[config.mk]
export PLATFORM = sky130hd
export DESIGN_NAME = fft_conv_sched
export DESIGN_NICKNAME = d
export VERILOG_FILES = /design/src/rtl/fftcnn_pkg.sv /design/src/rtl/rd_strobe_pipe.sv /design/src/rtl/fft_conv_sched.sv
export SDC_FILE = /design/constraint.sdc
export NUM_CORES = 1
export LEC_CHECK = 0
export BUFFER_PORTS_ARGS = -buffer_cell sky130_fd_sc_hd__buf_2
export CORE_AREA = 10 10 373 375
export CTS_CLUSTER_DIAMETER = 200
export DETAILED_ROUTE_END_ITERATION = 7
export DIE_AREA = 0 0 383 385
export GPL_TIMING_DRIVEN = 0
export PLACE_DENSITY = 0.3
export SETUP_SLACK_MARGIN = 0.1
export SLEW_MARGIN = 20
export SYNTH_ARGS = -nofsm -noshare
export SYNTH_HDL_FRONTEND = slang
export SYNTH_SLANG_ARGS = --single-unit
[constraint.sdc]
create_clock -name clk -period 3.9 [get_ports clk]
set_clock_uncertainty 0.05 [all_clocks]
set_input_delay 0.78 -clock clk [delete_from_list [all_inputs] [get_ports clk]]
set_output_delay 0.78 -clock clk [all_outputs]
set_load 0.02 [all_outputs]
[src/rtl/fftcnn_pkg.sv]
// Shared constants and state encoding for the FFT-domain convolution tile scheduler.
// Geometry is fixed here; run-time limits are parameters of the scheduler itself.
package fftcnn_pkg;

  localparam int DATALEN  = 16;
  localparam int FFTCHNL  = 8;
  localparam int CMPLXLEN = 2 * DATALEN;
  localparam int CIN      = 2;
  localparam int COUT     = 2;
  localparam int KPIX     = FFTCHNL * FFTCHNL;
  localparam int KADDR_W  = $clog2(KPIX);
  localparam int ROW_W    = $clog2(FFTCHNL);

  localparam int TILE_W_DEF   = 8;
  localparam int OUTBEATS_DEF = 8;
  localparam int TIMEOUT_DEF  = 1024;

  typedef enum logic [1:0] {
    ST_IDLE  = 2'd0,
    ST_KLOAD = 2'd1,
    ST_ILOAD = 2'd2,
    ST_WAIT  = 2'd3
  } sched_state_e;

endpackage

[src/rtl/rd_strobe_pipe.sv]
// Aligns a buffer read strobe with its registered read data and fans the word out.
// Data is forced to zero whenever valid is low so idle/reset outputs are clean.
module rd_strobe_pipe
  import fftcnn_pkg::*;
#(
  parameter int W   = CMPLXLEN,
  parameter int REP = 1
) (
  input  logic           i_clk,
  input  logic           i_rst,
  input  logic           i_ren,
  input  logic [W-1:0]   i_rdata,
  output logic           o_valid,
  output logic [W*REP-1:0] o_data
);

  logic r_valid;

  always_ff @(posedge i_clk) begin
    if (i_rst) begin
      r_valid <= 1'b0;
    end else begin
      r_valid <= i_ren;
    end
  end

  assign o_valid = r_valid;
  assign o_data  = r_valid ? {REP{i_rdata}} : '0;

endmodule

[src/rtl/fft_conv_sched.sv]
// Tile scheduler: loads the kernel spectrum once, then streams 8-row input tiles
// and collects output beats per tile, with a WAIT timeout and stray-beat flag.
//
// state    | meaning
// ---------+----------------------------------------------------------
// ST_IDLE  | waiting for start; zero-tile starts just pulse done
// ST_KLOAD | issuing kernel reads, addr 0..KPIX-1, one per clock
// ST_ILOAD | issuing input-row reads {tile,row}, row 0..FFTCHNL-1
// ST_WAIT  | collecting outvalid beats; timeout down-counter running
module fft_conv_sched
  import fftcnn_pkg::*;
#(
  parameter int TILE_W   = TILE_W_DEF,
  parameter int OUTBEATS = OUTBEATS_DEF,
  parameter int TIMEOUT  = TIMEOUT_DEF
) (
  input  logic                              clk,
  input  logic                              rst,
  input  logic                              start,
  input  logic [TILE_W-1:0]                 num_tiles,
  output logic                              busy,
  output logic                              done,
  output logic                              err,
  output logic                              ovf_err,
  output logic [KADDR_W-1:0]                krn_addr,
  output logic                              krn_ren,
  input  logic [CMPLXLEN-1:0]               krn_rdata,
  output logic [TILE_W+ROW_W-1:0]           in_addr,
  output logic                              in_ren,
  input  logic [FFTCHNL*CMPLXLEN-1:0]       in_rdata,
  output logic                              kvalid,
  output logic [CIN*COUT*CMPLXLEN-1:0]      kdata,
  output logic                              dvalid,
  output logic [CIN*FFTCHNL*CMPLXLEN-1:0]   ddata,
  input  logic                              outvalid,
  output logic [TILE_W-1:0]                 tile_idx
);

  localparam int BEAT_W = $clog2(OUTBEATS + 1);
  localparam int TMR_W  = $clog2(TIMEOUT + 1);

  localparam logic [KADDR_W-1:0] KADDR_LAST = KADDR_W'(KPIX - 1);
  localparam logic [ROW_W-1:0]   ROW_LAST   = ROW_W'(FFTCHNL - 1);
  localparam logic [BEAT_W-1:0]  BEATS_TGT  = BEAT_W'(OUTBEATS);
  localparam logic [TMR_W-1:0]   TMR_LOAD   = TMR_W'(TIMEOUT);

  sched_state_e       r_state;
  logic [TILE_W-1:0]  r_num_tiles;
  logic [TILE_W-1:0]  r_tile_idx;
  logic [KADDR_W-1:0] r_kaddr;
  logic [ROW_W-1:0]   r_row;
  logic [BEAT_W-1:0]  r_beats;
  logic [TMR_W-1:0]   r_tmr;
  logic               r_krn_ren;
  logic               r_in_ren;
  logic               r_busy;
  logic               r_done;
  logic               r_err;
  logic               r_ovf;

  logic               w_collecting;
  logic               w_beat_hit;
  logic [BEAT_W-1:0]  w_beats_nx;
  logic               w_beats_done;
  logic               w_last_tile;
  logic               w_stray;

  // Beats are accepted only while a tile is in the datapath and the quota is open.
  assign w_collecting = (r_state == ST_ILOAD) || (r_state == ST_WAIT);
  assign w_beat_hit   = outvalid && w_collecting && (r_beats < BEATS_TGT);
  assign w_beats_nx   = r_beats + {{(BEAT_W-1){1'b0}}, w_beat_hit};
  assign w_beats_done = (w_beats_nx == BEATS_TGT);
  assign w_last_tile  = (r_tile_idx == (r_num_tiles - TILE_W'(1)));
  assign w_stray      = outvalid &&
                        ((r_state == ST_IDLE) || (r_state == ST_KLOAD) ||
                         ((r_state == ST_WAIT) && (r_beats == BEATS_TGT)));

  always_ff @(posedge clk) begin
    if (rst) begin
      r_state     <= ST_IDLE;
      r_num_tiles <= '0;
      r_tile_idx  <= '0;
      r_kaddr     <= '0;
      r_row       <= '0;
      r_beats     <= '0;
      r_tmr       <= '0;
      r_krn_ren   <= 1'b0;
      r_in_ren    <= 1'b0;
      r_busy      <= 1'b0;
      r_done      <= 1'b0;
      r_err       <= 1'b0;
      r_ovf       <= 1'b0;
    end else begin
      r_done <= 1'b0;
      if (w_stray) begin
        r_ovf <= 1'b1;
      end
      if (w_beat_hit) begin
        r_beats <= w_beats_nx;
      end

      case (r_state)
        ST_IDLE: begin
          if (start) begin
            r_err <= 1'b0;
            if (num_tiles == '0) begin
              r_done <= 1'b1;
            end else begin
              r_num_tiles <= num_tiles;
              r_tile_idx  <= '0;
              r_kaddr     <= '0;
              r_beats     <= '0;
              r_krn_ren   <= 1'b1;
              r_busy      <= 1'b1;
              r_state     <= ST_KLOAD;
            end
          end
        end

        ST_KLOAD: begin
          r_kaddr <= r_kaddr + KADDR_W'(1);
          if (r_kaddr == KADDR_LAST) begin
            r_krn_ren <= 1'b0;
            r_row     <= '0;
            r_in_ren  <= 1'b1;
            r_state   <= ST_ILOAD;
          end
        end

        ST_ILOAD: begin
          r_row <= r_row + ROW_W'(1);
          if (r_row == ROW_LAST) begin
            r_in_ren <= 1'b0;
            r_tmr    <= TMR_LOAD;
            r_state  <= ST_WAIT;
          end
        end

        ST_WAIT: begin
          // A completed quota wins over a timeout landing on the same cycle.
          if (w_beats_done) begin
            r_beats <= '0;
            if (w_last_tile) begin
              r_done  <= 1'b1;
              r_busy  <= 1'b0;
              r_state <= ST_IDLE;
            end else begin
              r_tile_idx <= r_tile_idx + TILE_W'(1);
              r_row      <= '0;
              r_in_ren   <= 1'b1;
              r_state    <= ST_ILOAD;
            end
          end else if (r_tmr == '0) begin
            r_err   <= 1'b1;
            r_done  <= 1'b1;
            r_busy  <= 1'b0;
            r_state <= ST_IDLE;
          end else begin
            r_tmr <= r_tmr - TMR_W'(1);
          end
        end

        default: r_state <= ST_IDLE;
      endcase
    end
  end

  rd_strobe_pipe #(
    .W   (CMPLXLEN),
    .REP (CIN * COUT)
  ) u_kpipe (
    .i_clk   (clk),
    .i_rst   (rst),
    .i_ren   (r_krn_ren),
    .i_rdata (krn_rdata),
    .o_valid (kvalid),
    .o_data  (kdata)
  );

  rd_strobe_pipe #(
    .W   (FFTCHNL * CMPLXLEN),
    .REP (CIN)
  ) u_dpipe (
    .i_clk   (clk),
    .i_rst   (rst),
    .i_ren   (r_in_ren),
    .i_rdata (in_rdata),
    .o_valid (dvalid),
    .o_data  (ddata)
  );

  assign busy     = r_busy;
  assign done     = r_done;
  assign err      = r_err;
  assign ovf_err  = r_ovf;
  assign krn_addr = r_kaddr;
  assign krn_ren  = r_krn_ren;
  assign in_addr  = {r_tile_idx, r_row};
  assign in_ren   = r_in_ren;
  assign tile_idx = r_tile_idx;

endmodule

==> results.json <==
{
  "dieHeight_um": 385,
  "yosysMostFrequentCell": "buf_4",
  "max_slew_margin": 0.445,
  "min_path_type": "reg2reg",
  "postCtsSetupBuffers": 0,
  "avgViaCountPerCell": 2.68,
  "grt_pass1_wl_mm": 106,
  "synth.avg_cell_area_um2": 7.30,
  "end_kind": "output port",
  "ys_seq_area_frac": 0.137,
  "cts.sinks": 50,
  "grt.total_usage": 0.106,
  "switching_share": 0.543,
  "synth_cell_types": 57,
  "syn_to_final_growth_pct": 99.1,
  "utilization": 0.111,
  "route.vias.total": 10100,
  "crit_arrival_ns": 2.71,
  "die_w_um": 383,
  "num_rows": 133,
  "place_inst": 3730,
  "wire_per_inst_um": 22.6,
  "finalWeightedCongestion": 0.877,
  "async_flop_share": 0,
  "dieArea_um2": 147000,
  "synth-seq-cells": 50,
  "ioPinCount": 973,
  "routed_wirelength_mm": 84.7,
  "critPathRequiredTime_ns": 3.07,
  "clock_path_buffers": 2,
  "critPathMaxStageDelay_ns": 0.67,
  "antenna_found_initial": 53,
  "max_freq_mhz": 282,
  "min_period_over_period": 0.908,
  "netlist_instances": 1004,
  "antenna_left": 0,
  "core_area_um2": 131000,
  "hold_buffers": 0,
  "clkTransAtPathRegs_ns": 0.07,
  "p_per_area_nw_per_um2": 324,
  "drtIter0Drc": 453,
  "cp_slowest_cell": "clkbuf_1",
  "fin_crit_ns": 3.54,
  "start_util": 0.0559,
  "p_leak_nw": 8.84,
  "power.share.clock": 0.110,
  "synthFlopType": "dfxtp_1",
  "firstDrtPassIters": 5,
  "numCtsBuffers": 5,
  "drv_cap": 0,
  "path_buf_inv": 4,
  "critPathLaunchType": "flip-flop",
  "whs_ns": 0.420,
  "cts-root-buf": "clkbuf_16",
  "synth_nets": 1316,
  "grt_pass1_vias": 10600,
  "instances_no_fill": 3749,
  "rsz0062_at_grt": "false",
  "cts_tree": "done",
  "yosys_warnings": 0,
  "grt.overflow.total": 0,
  "finalNetCount": 2294,
  "peakVddDrop_uv": 194,
  "port_buffers": 971,
  "dpl.hpwl_mm": 79.9,
  "internal-power_mw": 2.16,
  "power.switching_mw": 2.56,
  "ctsHtreeMaxLevel": 2,
  "synth_top_area_share": 0.370,
  "slew_viol_final": 0,
  "status": "completed",
  "crit_path_cell_trace": "clkbuf_2, clkbuf_1, and2_1, buf_4, buf_2",
  "path_delay_family": "buffers and inverters",
  "finalSetupViolations": 0,
  "worstSetupPathType": "reg2out",
  "finalHoldViolations": 0,
  "seqPwrFrac": 0.140,
  "insertion_delay_ns": 0.31,
  "synth_area_leaders": "buf_4 37%, and2_1 25%, dfxtp_1 14%",
  "cp_max_fo": 13,
  "synth-edff-count": 0,
  "tightestPinTransition_ns": 0.832,
  "drive_gt1_frac": 0.687,
  "grt_max_degree": 16,
  "synth_common_cells": "361 x buf_4, 294 x and2_1, 50 x dfxtp_1, 43 x nor2_1, 36 x clkbuf_1",
  "syn_area_um2": 7320,
  "yosys.area.top_type": "buf_4",
  "p_comb_frac": 0.749,
  "drc": 0
}
[cell usage in the layout, fill, tap and decap left out, types with 2 or more instances in the layout]
master / Yosys / final
a211o_1: 2 / 2
a21oi_1: 28 / 28
a31oi_1: 2 / 2
and2_1: 294 / 294
buf_2: 3 / 973
buf_4: 361 / 361
clkbuf_1: 36 / 33
clkbuf_16: 0 / 5
clkbuf_2: 0 / 3
clkbuf_8: 3 / 3
clkinv_2: 1 / 3
dfxtp_1: 50 / 48
dfxtp_2: 0 / 2
diode_2: 0 / 11
ha_1: 12 / 12
inv_1: 13 / 13
mux2i_1: 4 / 4
nand2_1: 28 / 28
nand2b_1: 2 / 2
nand3_1: 15 / 15
nand3b_1: 2 / 2
nand4_1: 5 / 5
nand4b_1: 2 / 2
nor2_1: 43 / 43
nor2b_1: 6 / 6
nor3_1: 9 / 9
nor4_1: 5 / 5
o211ai_1: 2 / 2
o21a_1: 3 / 3
o21ai_0: 10 / 9
o21ai_2: 1 / 2
o31ai_1: 6 / 6
o41ai_1: 2 / 2
or3_1: 4 / 4
or4_1: 3 / 3
xnor2_1: 10 / 10
xor2_1: 13 / 13
[registers in the layout, indices dropped and copies added (netlist names)]
signal / count
r_tmr: 11
r_num_tiles: 8
tile_idx: 8
krn_addr: 6
r_beats: 4
r_row: 3
r_state: 2
busy: 1
done: 1
err: 1
in_ren: 1
krn_ren: 1
ovf_err: 1
u_dpipe.o_valid: 1
u_kpipe.o_valid: 1
[through the flow]
stage          setup TNS (ns)  total power, mW  setup WS (ns)  area [µm²]
6_report                    0             4.72          0.357       14600
5_1_grt                     0             5.05          0.152       14600
4_1_cts                     0             4.84          0.131       14600
3_5_place_dp           -0.258             4.30         -0.107       14400
3_3_place_gp           -0.273             4.33         -0.113       14400
2_1_floorplan               0             2.75          0.640        7320
[tightest hold or removal path, cell delays in order, from the launching register on]
cell     delay (ns)
dfxtp_1        0.33
a21oi_1        0.05
nor2_1         0.07
[metal layers]
layer / global-route usage / wire (µm)
met1: 0.128 / 35100
met4: 0.0202 / 2080
met5: 0 / 89
met3: 0.0311 / 6550
met2: 0.187 / 40900
[final cells by class]
class / instances / area, µm²
antenna: 11 / 27.5
buffer: 403 / 2910
clock buffer: 5 / 125
clock inverter: 3 / 40.0
fill: 15500 / 117000
inverter: 15 / 57.6
multi-input combinational: 536 / 3370
sequential: 50 / 1000
tap: 1755 / 2200
timing repair buffer: 971 / 4860
[logic make-up after synthesis]
group | share of synthesized area
XOR/XNOR | 0.0275
buffers and inverters | 0.404
AO/OA/AOI/OAI | 0.0610
adder cells (fa/ha/maj) | 0.0205
flip-flops | 0.137
multiplexers | 0.00547
AND/OR/NAND/NOR | 0.345
[path summary, 6_finish.rpt]
| kind | to | slack, ns | from | depth (start not counted) |
|---|---|---|---|---|
| max | ddata[310] | 0.36 | u_dpipe.o_valid | 5 |
| min | ovf_err | 0.42 | ovf_err | 2 |
| max reg2reg | tile_idx[3] | 0.43 | r_state[0] | 16 |
| min reg2reg | ovf_err | 0.42 | ovf_err | 2 |
[timing repair]
action	CTS	global route
pin swaps	0	1
resized for setup	2	4
endpoints found under the setup margin	121	6
[power by group through the flow]
stage	Combinational [mW]	Sequential, mW	Clock [mW]
finish	3.54	0.663	0.522
global route	3.82	0.681	0.557
CTS	3.63	0.670	0.542
floorplan	2.08	0.674	0
detailed placement	3.62	0.681	0
global placement	3.65	0.680	0
Power figures use the tool's default switching activity.
